$ cat src/rtl/bldc_pkg.sv
// Shared types and saturating arithmetic helpers for the BLDC speed controller.
package bldc_pkg;

    typedef enum logic {
        FWD = 1'b0,
        REV = 1'b1
    } dir_t;

    typedef enum logic [2:0] {
        IDLE = 3'd0,
        ERR  = 3'd1,
        MP   = 3'd2,
        MI   = 3'd3,
        MD   = 3'd4,
        OUT  = 3'd5
    } ctrl_state_t;

    // Saturate a wide signed value into the range of a w-bit signed number.
    function automatic logic signed [63:0] sat_s(input logic signed [63:0] v,
                                                 input int unsigned       w);
        logic signed [63:0] hi;
        logic signed [63:0] lo;
        hi = (64'sd1 <<< (w - 1)) - 64'sd1;
        lo = -(64'sd1 <<< (w - 1));
        if (v > hi) return hi;
        if (v < lo) return lo;
        return v;
    endfunction

    // Symmetric clamp to +/-lim, lim assumed non-negative.
    function automatic logic signed [63:0] clamp_s(input logic signed [63:0] v,
                                                   input logic signed [63:0] lim);
        if (v > lim) return lim;
        if (v < -lim) return -lim;
        return v;
    endfunction

endpackage

$ cat src/rtl/bldc_quad_decoder.sv
// Quadrature encoder front end: two-stage synchronisers, Gray-code step decode
// (+1 forward 00>01>11>10, -1 reverse) and a sticky flag for illegal double changes.
module bldc_quad_decoder
    import bldc_pkg::*;
(
    input  logic              clk,
    input  logic              reset,
    input  logic              i_enc_a,
    input  logic              i_enc_b,
    output logic signed [1:0] o_step,
    output logic              o_enc_error
);

    logic [1:0] r_sync1;
    logic [1:0] r_sync2;
    logic [1:0] r_prev;
    logic       r_err;
    logic [1:0] w_diff;

    // Position of a {A,B} Gray code along the forward sequence.
    function automatic logic [1:0] gray_pos(input logic [1:0] g);
        case (g)
            2'b00:   return 2'd0;
            2'b01:   return 2'd1;
            2'b11:   return 2'd2;
            default: return 2'd3;
        endcase
    endfunction

    // Distance moved since last clock, modulo 4; 2 means both pins changed.
    assign w_diff      = gray_pos(r_sync2) - gray_pos(r_prev);
    assign o_enc_error = r_err;

    // Synchronise pins, remember last state, latch illegal transitions until reset.
    always_ff @(posedge clk) begin
        if (reset) begin
            r_sync1 <= 2'b00;
            r_sync2 <= 2'b00;
            r_prev  <= 2'b00;
            r_err   <= 1'b0;
        end else begin
            r_sync1 <= {i_enc_a, i_enc_b};
            r_sync2 <= r_sync1;
            r_prev  <= r_sync2;
            if (w_diff == 2'd2) r_err <= 1'b1;
        end
    end

    // Map the modular distance onto a signed step; double changes count as zero.
    always_comb begin
        o_step = 2'sb00;
        case (w_diff)
            2'd1:    o_step = 2'sb01;
            2'd3:    o_step = 2'sb11;
            default: o_step = 2'sb00;
        endcase
    end

endmodule

$ cat src/rtl/bldc_speed_ctrl.sv
// Closed-loop speed controller: encoder speed window, shared-multiplier PID with
// anti-windup, and a direction-aware PWM pair with deadtime on reversal.
module bldc_speed_ctrl
    import bldc_pkg::*;
#(
    parameter int DATA_WIDTH     = 16,
    parameter int FRAC_BITS      = 8,
    parameter int SAMPLE_PERIODS = 4,
    parameter int INT_LIMIT      = 2047,
    parameter int DEADTIME       = 8
) (
    input  logic                  clk,
    input  logic                  reset,
    input  logic                  pwm_en,
    input  logic                  encoder_a,
    input  logic                  encoder_b,
    input  logic [DATA_WIDTH-1:0] pwm_period,
    input  logic [DATA_WIDTH-1:0] speed_reference,
    input  logic [DATA_WIDTH-1:0] Kp,
    input  logic [DATA_WIDTH-1:0] Ki,
    input  logic [DATA_WIDTH-1:0] Kd,
    output logic                  motor_positive,
    output logic                  motor_negative,
    output logic [DATA_WIDTH-1:0] speed_meas,
    output logic [DATA_WIDTH:0]   duty_cmd,
    output logic                  enc_error
);

    localparam int DW  = DATA_WIDTH;
    localparam int DW1 = DATA_WIDTH + 1;
    localparam int AW  = 2 * DATA_WIDTH + 4;
    localparam int WW  = (SAMPLE_PERIODS > 1) ? $clog2(SAMPLE_PERIODS) : 1;
    localparam int DTW = (DEADTIME > 1) ? $clog2(DEADTIME) + 1 : 1;
    localparam logic [WW-1:0]      SP_LAST   = WW'(SAMPLE_PERIODS - 1);
    localparam logic [DTW-1:0]     DT_LOAD   = DTW'((DEADTIME > 0) ? DEADTIME - 1 : 0);
    localparam logic signed [63:0] INT_LIM64 = 64'(INT_LIMIT);

    logic signed [1:0]      w_step;
    logic [DW-1:0]          r_cnt;
    logic [WW-1:0]          r_win;
    logic                   w_wrap;
    logic                   w_start;
    logic signed [DW-1:0]   r_acc_win;
    logic signed [DW-1:0]   w_acc_next;
    logic signed [DW-1:0]   r_speed_meas;

    ctrl_state_t            r_state;
    logic [DW-1:0]          r_kp, r_ki, r_kd;
    logic signed [DW-1:0]   r_e, r_prev_e, r_integral;
    logic signed [AW-1:0]   r_acc;
    logic signed [DW:0]     r_duty_cmd;
    logic signed [DW:0]     w_mul_a, w_mul_b, w_de;
    logic signed [2*DW1-1:0] w_prod;
    logic signed [63:0]     w_y64, w_lim64, w_ycl64;
    logic                   w_y_sat, w_freeze;

    logic signed [DW:0]     r_duty_active;
    logic [DW:0]            w_duty_mag;
    logic                   w_pwm;
    dir_t                   r_dir, w_want_dir;
    logic [DTW-1:0]         r_dt_cnt;
    logic                   r_mpos, r_mneg;

    bldc_quad_decoder u_dec (
        .clk        (clk),
        .reset      (reset),
        .i_enc_a    (encoder_a),
        .i_enc_b    (encoder_b),
        .o_step     (w_step),
        .o_enc_error(enc_error)
    );

    assign w_wrap     = (pwm_period != '0) && (r_cnt >= pwm_period);
    assign w_start    = w_wrap && (r_win == SP_LAST);
    assign w_acc_next = DW'(sat_s(64'(r_acc_win) + 64'(w_step), DW));

    // PWM counter, window counter and saturating speed accumulator; runs regardless of pwm_en.
    always_ff @(posedge clk) begin
        if (reset) begin
            r_cnt        <= '0;
            r_win        <= '0;
            r_acc_win    <= '0;
            r_speed_meas <= '0;
        end else begin
            if (pwm_period == '0)  r_cnt <= '0;
            else if (w_wrap)       r_cnt <= '0;
            else                   r_cnt <= r_cnt + 1'b1;
            if (w_wrap) r_win <= (r_win == SP_LAST) ? '0 : r_win + 1'b1;
            if (w_start) begin
                r_speed_meas <= w_acc_next;
                r_acc_win    <= DW'(w_step);
            end else begin
                r_acc_win    <= w_acc_next;
            end
        end
    end

    assign w_de    = DW1'(r_e) - DW1'(r_prev_e);
    assign w_prod  = w_mul_a * w_mul_b;
    assign w_y64   = 64'(r_acc) >>> FRAC_BITS;
    assign w_lim64 = $signed(64'(pwm_period));
    assign w_ycl64 = clamp_s(w_y64, w_lim64);
    assign w_y_sat = (w_ycl64 != w_y64);
    assign w_freeze = w_y_sat && (r_e[DW-1] == w_y64[63]);

    // Route gain and operand for the single multiplier according to the PID step.
    always_comb begin
        w_mul_a = '0;
        w_mul_b = '0;
        case (r_state)
            MP:      begin w_mul_a = $signed({1'b0, r_kp}); w_mul_b = DW1'(r_e);        end
            MI:      begin w_mul_a = $signed({1'b0, r_ki}); w_mul_b = DW1'(r_integral); end
            MD:      begin w_mul_a = $signed({1'b0, r_kd}); w_mul_b = w_de;             end
            default: begin w_mul_a = '0;                    w_mul_b = '0;               end
        endcase
    end

    // PID sequencer: error, three MAC steps, then scale/clamp and integral update with anti-windup.
    always_ff @(posedge clk) begin
        if (reset || !pwm_en) begin
            r_state    <= IDLE;
            r_kp       <= '0;
            r_ki       <= '0;
            r_kd       <= '0;
            r_e        <= '0;
            r_prev_e   <= '0;
            r_integral <= '0;
            r_acc      <= '0;
            r_duty_cmd <= '0;
        end else begin
            case (r_state)
                IDLE: if (w_start) begin
                    r_kp    <= Kp;
                    r_ki    <= Ki;
                    r_kd    <= Kd;
                    r_state <= ERR;
                end
                ERR: begin
                    r_e     <= DW'(sat_s(64'($signed(speed_reference)) - 64'(r_speed_meas), DW));
                    r_state <= MP;
                end
                MP: begin
                    r_acc   <= AW'(w_prod);
                    r_state <= MI;
                end
                MI: begin
                    r_acc   <= r_acc + AW'(w_prod);
                    r_state <= MD;
                end
                MD: begin
                    r_acc   <= r_acc + AW'(w_prod);
                    r_state <= OUT;
                end
                OUT: begin
                    r_duty_cmd <= DW1'(w_ycl64);
                    r_prev_e   <= r_e;
                    if (!w_freeze)
                        r_integral <= DW'(clamp_s(64'(r_integral) + 64'(r_e), INT_LIM64));
                    r_state    <= IDLE;
                end
                default: r_state <= IDLE;
            endcase
        end
    end

    assign w_duty_mag = r_duty_active[DW] ? DW1'(-r_duty_active) : DW1'(r_duty_active);
    assign w_pwm      = pwm_en && (pwm_period != '0) && ({1'b0, r_cnt} < w_duty_mag);
    assign w_want_dir = r_duty_active[DW] ? REV : FWD;

    // Glitch-free duty load at period wrap, and registered legs with deadtime on reversal.
    always_ff @(posedge clk) begin
        if (reset) begin
            r_duty_active <= '0;
            r_dir         <= FWD;
            r_dt_cnt      <= '0;
            r_mpos        <= 1'b0;
            r_mneg        <= 1'b0;
        end else begin
            if (!pwm_en)     r_duty_active <= '0;
            else if (w_wrap) r_duty_active <= r_duty_cmd;
            if (w_want_dir != r_dir) begin
                r_dir    <= w_want_dir;
                r_dt_cnt <= DT_LOAD;
                r_mpos   <= 1'b0;
                r_mneg   <= 1'b0;
            end else if (r_dt_cnt != '0) begin
                r_dt_cnt <= r_dt_cnt - 1'b1;
                r_mpos   <= 1'b0;
                r_mneg   <= 1'b0;
            end else begin
                r_mpos   <= (r_dir == FWD) && w_pwm;
                r_mneg   <= (r_dir == REV) && w_pwm;
            end
        end
    end

    assign motor_positive = r_mpos;
    assign motor_negative = r_mneg;
    assign speed_meas     = r_speed_meas;
    assign duty_cmd       = r_duty_cmd;

endmodule
$ cat config.mk
export PLATFORM = sky130hd
export DESIGN_NAME = bldc_speed_ctrl
export DESIGN_NICKNAME = d
export VERILOG_FILES = /design/src/rtl/bldc_pkg.sv /design/src/rtl/bldc_quad_decoder.sv /design/src/rtl/bldc_speed_ctrl.sv
export SDC_FILE = /design/constraint.sdc
export NUM_CORES = 1
export LEC_CHECK = 0
export ABC_CLOCK_PERIOD_IN_PS = 23600
export BUFFER_PORTS_ARGS = -buffer_cell sky130_fd_sc_hd__buf_2
export CAP_MARGIN = 0
export CORE_MARGIN = 5
export CORE_UTILIZATION = 55
export CTS_CLUSTER_DIAMETER = 200
export CTS_CLUSTER_SIZE = 24
export DETAILED_ROUTE_END_ITERATION = 6
export GPL_ROUTABILITY_DRIVEN = 0
export GPL_TIMING_DRIVEN = 0
export PLACE_DENSITY = 0.73
export RECOVER_POWER = 50
export SYNTH_ARGS = -nofsm -noshare
export SYNTH_HDL_FRONTEND = slang
export SYNTH_HIERARCHICAL = 1
export SYNTH_SLANG_ARGS = --single-unit
$ cat constraint.sdc
create_clock -name clk -period 23.6 [get_ports clk]
set_input_delay 7.08 -clock clk [delete_from_list [all_inputs] [get_ports clk]]
set_output_delay 7.08 -clock clk [all_outputs]
set_load 0.02 [all_outputs]
==> results of run 1 <==
==> per-stage QoR <==
stage	util	hold WS, ps	area (µm²)
6_report	0.589	453	28100
5_1_grt	0.589	475	28100
4_1_cts	0.590	460	28100
3_5_place_dp	0.583	425	27800
3_3_place_gp	0.583	433	27800
2_1_floorplan	-	414	26400
==> worst max path at each step <==
stage                  start           end  slack, ps  depth (start not counted)
2_1_floorplan  pwm_period[2]  duty_cmd[10]      12100                         19
3_3_place_gp   pwm_period[2]   duty_cmd[7]      10750                         19
3_5_place_dp   pwm_period[3]   duty_cmd[7]      10640                         20
4_1_cts        pwm_period[3]   duty_cmd[7]      11170                         19
5_1_grt               r_e[1]     r_acc[35]      10490                         44
6_report       pwm_period[3]   duty_cmd[7]      10840                         19
==> registers in the layout, summed over array words and instances, names as in the netlist <==
register	count
r_acc	36
duty_cmd	17
r_duty_active	17
r_acc_win	16
r_cnt	16
r_e	16
r_integral	16
r_kd	16
r_ki	16
r_kp	16
r_prev_e	16
speed_meas	16
r_dt_cnt	4
r_state	3
r_win	2
u_dec/r_prev	2
u_dec/r_sync1	2
u_dec/r_sync2	2
motor_negative	1
motor_positive	1
r_dir	1
u_dec/o_enc_error	1
==> metal layers <==
metal  global-route usage  wire, µm
met4                0.111      3290
met1                0.360     31000
met5                    0         0
met2                0.456     34900
met3               0.0463      5900
==> power groups by stage <==
stage	combinational, µW	clock [µW]	sequential (µW)
2_1_floorplan	68.0	0	413
3_3_place_gp	93.6	0	414
3_5_place_dp	97.9	0	414
4_1_cts	98.8	247	405
5_1_grt	110	259	406
6_report	99.2	240	405
==> cell type report <==
cell class	instances	share of cell area
Tap cell	615	0.0274
Inverter	357	0.0477
Clock buffer	13	0.0116
Multi-Input combinational cell	2503	0.711
Buffer	118	0.0164
Sequential cell	233	0.166
Timing Repair Buffer	118	0.0196
Clock inverter	2	0.000624
==> kinds of logic after synthesis <==
| family | count (synthesis) |
|---|---|
| adder cells (fa/ha/maj) | 555 |
| buffers and inverters | 475 |
| AO/OA/AOI/OAI | 645 |
| flip-flops | 233 |
| XOR/XNOR | 177 |
| multiplexers | 120 |
| AND/OR/NAND/NOR | 1006 |
==> worst register-to-register path: cells and delay by family (launching register included) <==
family          cells  cell delay, ps
fa+ha+maj           9            4150
buf+inv             5             830
flops               1             570
simple gates        7            1270
xor+xnor            1             200
compound gates     22            5320
==> cells in the final DEF, fill, tap and decap left out, types with 100 or more instances in the layout <==
cell                       count
sky130_fd_sc_hd__nor2_1      379
sky130_fd_sc_hd__inv_1       356
sky130_fd_sc_hd__ha_1        326
sky130_fd_sc_hd__nand2_1     318
sky130_fd_sc_hd__dfxtp_1     233
sky130_fd_sc_hd__fa_1        214
sky130_fd_sc_hd__a21oi_1     190
sky130_fd_sc_hd__clkbuf_1    146
sky130_fd_sc_hd__o21ai_0     127
sky130_fd_sc_hd__mux2i_1     112
sky130_fd_sc_hd__xnor2_1     100
==> PnR_summary.wiki, run 1 <==
{| class="wikitable"
! Metric !! Value
|-
| Number of remaining DRC errors || 0
|-
| Count of buffer and inverter cells on the critical path || 5
|-
| Layout cell share with drive strength beyond 1 || 0.0410
|-
| Number of vias per cell || around 6
|-
| Combinational share of power || 0.133
|-
| Root buffer cell || sky130_fd_sc_hd__clkbuf_16
|-
| # placed instances || about 3.9k
|-
| Flop pwr share || 0.544
|-
| Crit path DAT || ~13000 ps
|-
| Largest buffer count on any clock path || 3
|-
| Number of register bits inferred by synthesis || around 230
|-
| Xor/xnor share of the synthesized area || 0.0587
|-
| R2R cell count || 44
|-
| Share of the synthesized area in the top cell type || 0.177
|-
| Effective utilization at floorplan || 0.554
|-
| Multiplexer share of the synthesized area || 0.0459
|-
| Final max-slew violation count || 0
|-
| Unrepaired setup endpoints after global routing || false
|-
| Clock latency of the later-clocked register in the worst-skew pair || around 530 ps
|-
| CP delay by family, top || buffers and inverters
|-
| Dominant combinational cell family by area after synthesis || adder cells
|-
| Clk network pwr share || 0.323
|-
| Post-Layout Cell Count || a little under 4k
|-
| Number of instances in the synthesized netlist || between 3k and 4k
|-
| Most area-consuming cells after synthesis || sky130_fd_sc_hd__dfxtp_1 (18%), sky130_fd_sc_hd__fa_1 (16%), sky130_fd_sc_hd__ha_1 (15%)
|-
| Endpoint with the worst hold slack || u_dec/r_sync2[0]
|-
| Max-slew headroom || 0.130
|-
| Worst-path cell with the longest stage delay || sky130_fd_sc_hd__nor4_1
|-
| Switching fraction of total power || 0.271
|-
| Worst min-delay path class || flip-flop to flip-flop
|-
| Period Utilization, post-route || 0.541
|-
| End of the worst register-to-register path || r_acc[35]
|-
| Overall power consumption || approximately 740 µW
|-
| Clock tree skew after final layout || around 44 ps
|-
| Number of distinct standard cells referenced by the synthesized netlist || 82
|-
| Shortest clock period the worst path allows after layout || roughly 13000 ps
|-
| Remaining antenna violation count || 0
|-
| Post-synthesis instance area || 26400 µm²
|-
| Cts bufs inserted || 13
|-
| Footprint of the multi-input gates || between 15000 and 20000 µm²
|-
| Detailed placer's ending HPWL || a little over 60 mm
|-
| Number of endpoints failing setup at the final stage || 0
|-
| Maximum VDD drop || 50.2 µV
|-
| Number of synthesis warnings || 6
|-
| Floorplan Core Area || ~48000 µm²
|-
| Total of fill cells in the finished design || between 4k and 5k
|-
| Critical-path maximum fanout || 10
|-
| Deepest level of the CTS H-tree || 1
|-
| TritonCTS clock tree || built
|-
| Critical Path Max Stage Delay || between 900 and 1000 ps
|-
| Number of violations of the max-capacitance limit || 0
|-
| Sequential cell area || about 4700 µm²
|-
| # rows || 80
|-
| Simple-gate portion of the synthesized area || 0.172
|-
| Startpoint Class || primary input
|-
| Drt first pass iters || 6
|-
| Cts-stage hold buffer count || 0
|-
| Clock Sink Count || roughly 230
|-
| Number of enable flip-flop cells after synthesis || 0
|-
| Critical-path cell list || buf_2 -> or3_1 -> buf_2 -> nor4_1 -> nand3_1 -> xnor2_1 -> ha_1 -> a21o_1 -> a21o_1 -> a211oi_1 -> o211ai_1 -> a21oi_1 -> a41o_1 -> clkbuf_1 -> buf_1 -> clkbuf_1 -> mux2i_1 -> a21oi_1 -> o21ai_0
|-
| Sequential-to-total area share from yosys stat || 0.177
|-
| Startpoint of the tightest hold check path || u_dec/r_sync1[0]
|-
| Cell taking the most area after synthesis || sky130_fd_sc_hd__dfxtp_1
|-
| Adder and majority cell fraction of the synthesized area || 0.322
|-
| Number of antenna violations at the first check in global routing || 1
|-
| Clock-pin slew on the worst setup and hold paths || between 100 and 150 ps
|-
| Data required time at the worst endpoint || ~24000 ps
|-
| DIE HEIGHT || approximately 230 µm
|-
| Fin nets || between 3k and 4k
|-
| Most common cell in the netlist || sky130_fd_sc_hd__nor2_1
|-
| Main synth FF type || sky130_fd_sc_hd__dfxtp_1
|-
| Area overhead of the layout relative to synthesis || 6.30%
|-
| Internal power component || 543 µW
|-
| Total Negative Setup Slacks || 0 ps
|-
| Leading post-synthesis cells by instance count || sky130_fd_sc_hd__nor2_1 (379), sky130_fd_sc_hd__inv_1 (355), sky130_fd_sc_hd__ha_1 (326)
|-
| Net switching power || 202 µW
|-
| Kind of critical path || primary input to flip-flop
|-
| R2R Setup Slk || ~11000 ps
|-
| Slew at the pin with the worst max-slew slack || approximately 1300 ps
|-
| Startpoint of the worst-slack reg-to-reg timing path || r_e[1]
|-
| Pleak || 0.0131 µW
|-
| Antenna diode instance count || 0
|-
| Wire length of the first global-routing pass || 120 mm
|-
| Cells on Worst Hold Path || 1
|-
| Maximum clock rate || around 0.08 GHz
|-
| Area enclosed by the die boundary || around 53000 µm²
|-
| 1st-iter DRT viols || between 2k and 2.5k
|-
| Final critical-path setup slack || between 10000 and 15000 ps
|-
| Total gr overflow || 0
|-
| I/O pin total || around 120
|-
| Setup Fix Bufs, Post-CTS || 0
|-
| Resized Gates After CTS || 0
|-
| Via count of the first global-routing pass || 23.6k
|-
| Synthesized-area fraction occupied by ao, oa, aoi and oai cells || 0.156
|-
| Post-detailed-routing wire length || around 75 mm
|-
| Detailed-route wire length per cell || 19.0 µm
|-
| Worst slack at placement || around 11000 ps
|-
| Status || completed
|-
| Combined global-route utilization of all metal layers || 0.275
|-
| Total nets after synthesis || roughly 3.8k
|-
| Count of endpoints failing hold in the final timing report || 0
|-
| Total power density per cell area || between 20 and 30 nW/µm²
|-
| Horizontal die dimension || approximately 230 µm
|-
| Overall via count from detail_route || roughly 24k
|-
| Post-Syn Area per Cell || a little over 8 µm²
|-
| Largest net degree at the start of global routing || 25
|-
| Port buffer count || roughly 120
|-
| Share of synthesized registers carrying an async set or reset || 0
|-
| Capturing element type of the critical path || flip-flop
|}
Note: power is estimated with default switching activity, not from simulation.
==> inputs of run 2 (changes only) <==
--- a/config.mk
+++ b/config.mk
@@ -5,7 +5,7 @@
 export SDC_FILE = /design/constraint.sdc
 export NUM_CORES = 1
 export LEC_CHECK = 0
-export ABC_CLOCK_PERIOD_IN_PS = 23600
+export ABC_CLOCK_PERIOD_IN_PS = 10550
 export BUFFER_PORTS_ARGS = -buffer_cell sky130_fd_sc_hd__buf_2
 export CAP_MARGIN = 0
 export CORE_MARGIN = 5
@@ -15,7 +15,7 @@
 export DETAILED_ROUTE_END_ITERATION = 6
 export GPL_ROUTABILITY_DRIVEN = 0
 export GPL_TIMING_DRIVEN = 0
-export PLACE_DENSITY = 0.73
+export PLACE_DENSITY = 0.75
 export RECOVER_POWER = 50
 export SYNTH_ARGS = -nofsm -noshare
 export SYNTH_HDL_FRONTEND = slang
==> constraint.sdc (replaced) <==
create_clock -name clk -period 10.55 [get_ports clk]
set_input_delay 3.165 -clock clk [delete_from_list [all_inputs] [get_ports clk]]
set_output_delay 3.165 -clock clk [all_outputs]
set_load 0.02 [all_outputs]
==> PnR_summary.wiki, run 2 (synthesis gave the netlist of run 1 again) <==
{| class="wikitable"
! Metric !! Value
|-
| Period Utilization, post-route || 0.974
|-
| Most frequent standard cell in the layout excluding fill and tap cells || sky130_fd_sc_hd__nor2_1
|-
| I/O pin total || 121
|-
| Highest-count cells in the layout ignoring fill and taps || sky130_fd_sc_hd__nor2_1 (377), sky130_fd_sc_hd__inv_1 (356), sky130_fd_sc_hd__ha_1 (321), sky130_fd_sc_hd__nand2_1 (318), sky130_fd_sc_hd__dfxtp_1 (230)
|-
| Crit path DAT || approximately 11000 ps
|-
| Combined global-route utilization of all metal layers || 0.268
|-
| Wire length of the first global-routing pass || ~120 mm
|-
| Maximum clock rate || about 0.097 GHz
|-
| Number of vias per cell || about 6
|-
| Detailed placer's ending HPWL || 59.3 mm
|-
| Pleak || approximately 0.013 µW
|-
| Number of violations of the max-capacitance limit || 0
|-
| Port buffer count || around 120
|-
| Number of endpoints failing setup at the final stage || 0
|-
| Remaining antenna violation count || 0
|-
| DIE HEIGHT || ~230 µm
|-
| Total gr overflow || 0
|-
| Startpoint Class || flip-flop
|-
| Slew at the pin with the worst max-slew slack || 1080 ps
|-
| Net switching power || between 400 and 500 µW
|-
| Total Negative Setup Slacks || 0 ps
|-
| Post-detailed-routing wire length || between 70 and 80 mm
|-
| Instance area at placement || ~28000 µm²
|-
| Clock-pin slew on the worst setup and hold paths || around 120 ps
|-
| Combinational share of power || 0.132
|-
| Floorplan Core Area || 47600 µm²
|-
| 1st-iter DRT viols || between 1.5k and 2k
|-
| Worst min-delay path class || flip-flop to flip-flop
|-
| Clock tree skew after final layout || roughly 34 ps
|-
| Layout Cell Area excl Fill || 28600 µm²
|-
| Shortest clock period the worst path allows after layout || around 10000 ps
|-
| Max-slew headroom || 0.282
|-
| Clock latency of the later-clocked register in the worst-skew pair || roughly 520 ps
|-
| Worst slack at placement || -1410 ps
|-
| Final critical-path setup slack || ~270 ps
|-
| Antenna diode instance count || 0
|-
| Overall power consumption || between 1500 and 2000 µW
|-
| Count of endpoints failing hold in the final timing report || 0
|-
| Number of antenna violations at the first check in global routing || 2
|-
| Largest register FFs || 36
|-
| TritonCTS clock tree || built
|-
| Detailed-route wire length per cell || 18.2 µm
|-
| Fin nets || approximately 4k
|-
| Final max-slew violation count || 0
|-
| Data required time at the worst endpoint || 10940 ps
|-
| Clock Sink Count || ~230
|-
| Effective utilization at floorplan || 0.554
|-
| Register ranked first by flip-flop count || r_acc
|-
| Total power density per cell area || 58.0 nW/µm²
|-
| Area enclosed by the die boundary || 52500 µm²
|-
| Flop pwr share || 0.546
|-
| Area overhead of the layout relative to synthesis || 8.38%
|-
| Crit-path most repeated cell || sky130_fd_sc_hd__fa_1
|-
| Root buffer cell || sky130_fd_sc_hd__clkbuf_16
|-
| Cts-stage hold buffer count || 0
|-
| Clk network pwr share || 0.322
|-
| Capturing element type of the critical path || flip-flop
|-
| Overall via count from detail_route || roughly 23k
|-
| Maximum VDD drop || 92.0 µV
|-
| Number of remaining DRC errors || 1
|-
| Kind of critical path || flip-flop to flip-flop
|-
| Largest net degree at the start of global routing || 25
|-
| Layout cell share with drive strength beyond 1 || 0.0690
|-
| Cts bufs inserted || 13
|-
| Unrepaired setup endpoints after global routing || true
|-
| Violated checks || DRC
|-
| Drt first pass iters || 7
|-
| Deepest level of the CTS H-tree || 1
|-
| # rows || 80
|-
| Critical Path Max Stage Delay || ~550 ps
|-
| Status || finished, violations left
|-
| Critical-path maximum fanout || 7
|-
| Via count of the first global-routing pass || 22.7k
|-
| Worst-path cell with the longest stage delay || sky130_fd_sc_hd__fa_1
|-
| Largest buffer count on any clock path || 3
|-
| Horizontal die dimension || between 200 and 250 µm
|-
| Switching fraction of total power || 0.268
|-
| Internal power component || about 1200 µW
|-
| R2R Setup Slk || 270 ps
|}
## run 2: cell types whose count changed in the layout (fill, tap and decap cells not counted), sizes merged
cell,delta
buf,+21
clkbuf,-5
clkinv,-1
inv,+1
## run 2: timing repair
| item | in CTS | in global routing |
|---|---|---|
| cloned | 0 | 0 |
| pin swaps | 5 | 24 |
| setup endpoints to repair | 16 | 16 |
| resized for setup | 40 | 73 |
| buffers inserted | 9 | 8 |
## run 2: layer usage
layer  track usage  vias up  part of all wire
met1         0.369    11100              0.43
li1              -    11200                 -
met3        0.0359      149             0.071
met4        0.0808        2             0.032
met2         0.442      741              0.46
met5             0        -          0.000097
## run 2: layout make-up
class / instances / area, µm²
buffer: 117 / 493
clock buffer: 13 / 325
clock inverter: 2 / 17.5
fill: 4296 / 19000
inverter: 357 / 1340
multi-input combinational: 2503 / 20300
sequential: 233 / 4670
tap: 615 / 769
timing repair buffer: 135 / 688
## run 2: power groups by stage
| stage | combinational, µW | clock, µW | sequential, µW |
|---|---|---|---|
| 5_1_grt | 246 | 579 | 908 |
| 3_3_place_gp | 210 | 0 | 926 |
| 6_report | 219 | 535 | 906 |
| 2_1_floorplan | 152 | 0 | 925 |
| 4_1_cts | 218 | 548 | 906 |
| 3_5_place_dp | 217 | 0 | 926 |
## run 2: critical path, delay by kind of cell (launching register included)
family | cells | cell delay, ps
AO/OA/AOI/OAI | 19 | 3670
XOR/XNOR | 1 | 160
adder cells (fa/ha/maj) | 9 | 4030
buffers and inverters | 3 | 270
flip-flops | 1 | 400
AND/OR/NAND/NOR | 10 | 1620
## run 2: worst paths after layout
path	from	to	cells after the start
worst max-delay path	r_e[1]	r_acc[35]	42
worst min-delay path	u_dec/r_sync1[1]	u_dec/r_sync2[1]	1
worst max register to register	r_e[1]	r_acc[35]	42
worst min register to register	u_dec/r_sync1[1]	u_dec/r_sync2[1]	1
## run 2: through the flow
stage / instances / hold slack [ps] / utilization
3_3_place_gp: 3943 / 421 / 0.583
3_5_place_dp: 3944 / 427 / 0.583
5_1_grt: 3975 / 472 / 0.601
4_1_cts: 3968 / 449 / 0.595
2_1_floorplan: 3211 / 414 / -
6_report: 3975 / 443 / 0.601
==> inputs of run 3 (changes only) <==
--- a/config.mk
+++ b/config.mk
@@ -15,9 +15,8 @@
 export DETAILED_ROUTE_END_ITERATION = 6
 export GPL_ROUTABILITY_DRIVEN = 0
 export GPL_TIMING_DRIVEN = 0
-export PLACE_DENSITY = 0.75
+export PLACE_DENSITY = 0.83
 export RECOVER_POWER = 50
 export SYNTH_ARGS = -nofsm -noshare
 export SYNTH_HDL_FRONTEND = slang
-export SYNTH_HIERARCHICAL = 1
 export SYNTH_SLANG_ARGS = --single-unit
==> PnR_summary.wiki, run 3 <==
{| class="wikitable"
! Metric !! Value
|-
| Status || completed
|-
| Number of remaining DRC errors || 0
|-
| Number of instances in the synthesized netlist || ~3.3k
|-
| Worst min-delay path class || flip-flop to flip-flop
|-
| Final max-slew violation count || 0
|-
| Slew at the pin with the worst max-slew slack || about 1300 ps
|-
| DIE HEIGHT || approximately 230 µm
|-
| Clock Sink Count || 233
|-
| Number of synthesis warnings || 0
|-
| Multiplexer share of the synthesized area || 0.0160
|-
| Combined global-route utilization of all metal layers || 0.269
|-
| Internal power component || ~1300 µW
|-
| Highest-count cells in the layout ignoring fill and taps || sky130_fd_sc_hd__nand2_1 (436), sky130_fd_sc_hd__inv_1 (358), sky130_fd_sc_hd__ha_1 (321), sky130_fd_sc_hd__nor2_1 (317), sky130_fd_sc_hd__a21oi_1 (288)
|-
| Post-Layout Cell Count || roughly 4.1k
|-
| Remaining antenna violation count || 0
|-
| Instance area at placement || between 20000 and 30000 µm²
|-
| Total Negative Setup Slacks || 0 ps
|-
| Layout cell share with drive strength beyond 1 || 0.0759
|-
| Root buffer cell || sky130_fd_sc_hd__clkbuf_16
|-
| Cells on Worst Hold Path || 1
|-
| Deepest level of the CTS H-tree || 1
|-
| Post-detailed-routing wire length || 73.9 mm
|-
| Crit-path most repeated cell || sky130_fd_sc_hd__fa_1
|-
| Unrepaired setup endpoints after global routing || true
|-
| Register ranked first by flip-flop count || r_acc
|-
| Max-slew headroom || 0.132
|-
| Most common cell in the netlist || sky130_fd_sc_hd__nand2_1
|-
| # rows || 80
|-
| Effective utilization at floorplan || 0.554
|-
| TritonCTS clock tree || built
|-
| Number of vias per cell || roughly 6.0
|-
| Kind of critical path || flip-flop to flip-flop
|-
| Port buffer count || approximately 110
|-
| Cell taking the most area after synthesis || sky130_fd_sc_hd__dfxtp_1
|-
| Clock tree skew after final layout || around 43 ps
|-
| Startpoint Class || flip-flop
|-
| Most frequent standard cell in the layout excluding fill and tap cells || sky130_fd_sc_hd__nand2_1
|-
| # placed instances || slightly above 4k
|-
| Shortest clock period the worst path allows after layout || 10320 ps
|-
| Data required time at the worst endpoint || about 11000 ps
|-
| I/O pin total || between 100 and 150
|-
| Adder and majority cell fraction of the synthesized area || 0.318
|-
| Floorplan Core Area || about 48000 µm²
|-
| Leading post-synthesis cells by instance count || sky130_fd_sc_hd__nand2_1 (437), sky130_fd_sc_hd__inv_1 (359), sky130_fd_sc_hd__ha_1 (326)
|-
| Critical Path Max Stage Delay || just under 600 ps
|-
| Core occupancy in the finished layout || 0.605
|-
| Fin nets || 4079
|-
| Overall via count from detail_route || between 20k and 25k
|-
| Worst slack at placement || -1860 ps
|-
| Detailed placer's ending HPWL || slightly below 60 mm
|-
| Via count of the first global-routing pass || 23.7k
|-
| Final critical-path setup slack || ~230 ps
|-
| Post-synthesis instance area || 26300 µm²
|-
| Flop pwr share || 0.507
|-
| Main synth FF type || sky130_fd_sc_hd__dfxtp_1
|-
| Critical-path maximum fanout || 10
|-
| Period Utilization, post-route || 0.978
|-
| Net switching power || between 500 and 600 µW
|-
| Maximum VDD drop || 139 µV
|-
| Number of antenna violations at the first check in global routing || 0
|-
| Post-Syn Area per Cell || approximately 8.0 µm²
|-
| Share of synthesized registers carrying an async set or reset || 0
|-
| Wire length of the first global-routing pass || 119 mm
|-
| Simple-gate portion of the synthesized area || 0.167
|-
| Total of fill cells in the finished design || 4079
|-
| Clock latency of the later-clocked register in the worst-skew pair || 520 ps
|-
| Number of register bits inferred by synthesis || 233
|-
| Switching fraction of total power || 0.303
|-
| Synthesized-area fraction occupied by ao, oa, aoi and oai cells || 0.190
|-
| Dominant combinational cell family by area after synthesis || adder cells
|-
| Horizontal die dimension || approximately 230 µm
|-
| Maximum clock rate || 0.0969 GHz
|-
| Drt first pass iters || 6
|-
| Clock-pin slew on the worst setup and hold paths || 110 ps
|-
| Count of endpoints failing hold in the final timing report || 0
|-
| Pleak || around 0.013 µW
|-
| Most area-consuming cells after synthesis || sky130_fd_sc_hd__dfxtp_1 (18%), sky130_fd_sc_hd__fa_1 (16%), sky130_fd_sc_hd__ha_1 (15%)
|-
| Number of enable flip-flop cells after synthesis || 0
|-
| Worst-path cell with the longest stage delay || sky130_fd_sc_hd__fa_1
|-
| Clk network pwr share || 0.290
|-
| Largest register FFs || 36
|-
| Total nets after synthesis || a little under 4k
|-
| Cts-stage hold buffer count || 0
|-
| R2R cell count || 31
|-
| 1st-iter DRT viols || roughly 2.3k
|-
| Share of the synthesized area in the top cell type || 0.177
|-
| Xor/xnor share of the synthesized area || 0.0599
|-
| Cts bufs inserted || 13
|-
| Total gr overflow || 0
|-
| Area overhead of the layout relative to synthesis || 9.24%
|-
| Detailed-route wire length per cell || 18.2 µm
|-
| Layout Cell Area excl Fill || between 20000 and 30000 µm²
|-
| Number of endpoints failing setup at the final stage || 0
|-
| Largest net degree at the start of global routing || 25
|-
| Capturing element type of the critical path || flip-flop
|-
| Number of distinct standard cells referenced by the synthesized netlist || between 70 and 80
|-
| Crit path DAT || about 11000 ps
|-
| Area enclosed by the die boundary || around 52000 µm²
|-
| Combinational share of power || 0.203
|-
| Number of violations of the max-capacitance limit || 0
|-
| Largest buffer count on any clock path || 3
|-
| Total power density per cell area || approximately 64 nW/µm²
|-
| Sequential-to-total area share from yosys stat || 0.177
|}
-- run 3: changes by cell type after synthesis, moves of 11 or more --
cell                        previous run  this run
sky130_fd_sc_hd__xor2_1               77        63
sky130_fd_sc_hd__a21oi_1             190       297
sky130_fd_sc_hd__xnor2_1             100       117
sky130_fd_sc_hd__clkbuf_1            107       131
sky130_fd_sc_hd__nor2_1              379       318
sky130_fd_sc_hd__a21oi_2               0        11
sky130_fd_sc_hd__o221ai_1              4        26
sky130_fd_sc_hd__nand2_1             318       437
sky130_fd_sc_hd__o2bb2ai_1            21         1
sky130_fd_sc_hd__o21ai_0             126       142
sky130_fd_sc_hd__maj3_1               15         0
sky130_fd_sc_hd__nor3_1               44        26
sky130_fd_sc_hd__mux2i_1             112        41
-- run 3: layout make-up --
cell class,instances,area [µm²],area share
multi-input combinational,2570,20300,0.704
sequential,233,4670,0.162
inverter,359,1350,0.0470
timing repair buffer,146,791,0.0275
tap,615,769,0.0267
buffer,131,584,0.0203
clock buffer,13,325,0.0113
clock inverter,2,17.5,0.000609
antenna,1,2.50,0.0000870
-- run 3: worst max-delay path, delay by kind of cell, from the launching register on --
| kind | cells | cell delay, ps |
|---|---|---|
| AO/OA/AOI/OAI | 13 | 3620 |
| XOR/XNOR | 2 | 310 |
| adder cells (fa/ha/maj) | 8 | 3650 |
| buffers and inverters | 3 | 1080 |
| flip-flops | 1 | 320 |
| multiplexers | 1 | 520 |
| AND/OR/NAND/NOR | 4 | 770 |
-- run 3: repair_timing --
action / 4_1_cts / 5_1_grt
gates cloned: 0 / 1
pin swaps: 12 / 30
gates resized for setup: 80 / 65
setup endpoints to repair: 18 / 11
setup buffers: 9 / 24
-- run 3: through the flow --
stage / hold slack, ps / power, µW
2_1_floorplan: 414 / 1220
3_3_place_gp: 420 / 1310
3_5_place_dp: 434 / 1320
4_1_cts: 459 / 1840
5_1_grt: 473 / 1920
6_report: 452 / 1850
-- run 3: worst paths after layout --
path,startpoint,end,slack (ps)
worst max register to register,r_state[0],r_acc[35],230
worst max-delay path,r_state[0],r_acc[35],230
worst min-delay path,u_dec.r_sync1[0],u_dec.r_sync2[0],450
worst min register to register,u_dec.r_sync1[0],u_dec.r_sync2[0],450
-- run 3: routing by layer --
| layer | vias to the layer above | global-route usage | part of all wire |
|---|---|---|---|
| met4 | 0 | 0.0934 | 0.041 |
| li1 | 11500 | - | - |
| met3 | 237 | 0.0369 | 0.085 |
| met2 | 1080 | 0.448 | 0.46 |
| met1 | 11700 | 0.363 | 0.41 |
| met5 | - | 0 | 0 |
-- run 3: power by group through the flow --
stage / Sequential [µW] / Combinational (µW) / Clock, µW
after floorplan: 953 / 269 / 0
after global placement: 955 / 353 / 0
after detailed placement: 956 / 361 / 0
after CTS: 936 / 367 / 535
after global routing: 941 / 415 / 567
final: 936 / 375 / 535
-- run 3: cell families after synthesis --
kind of cell             count (synthesis)
multiplexers                            42
AND/OR/NAND/NOR                       1009
buffers and inverters                  500
XOR/XNOR                               180
flip-flops                             233
adder cells (fa/ha/maj)                540
AO/OA/AOI/OAI                          799
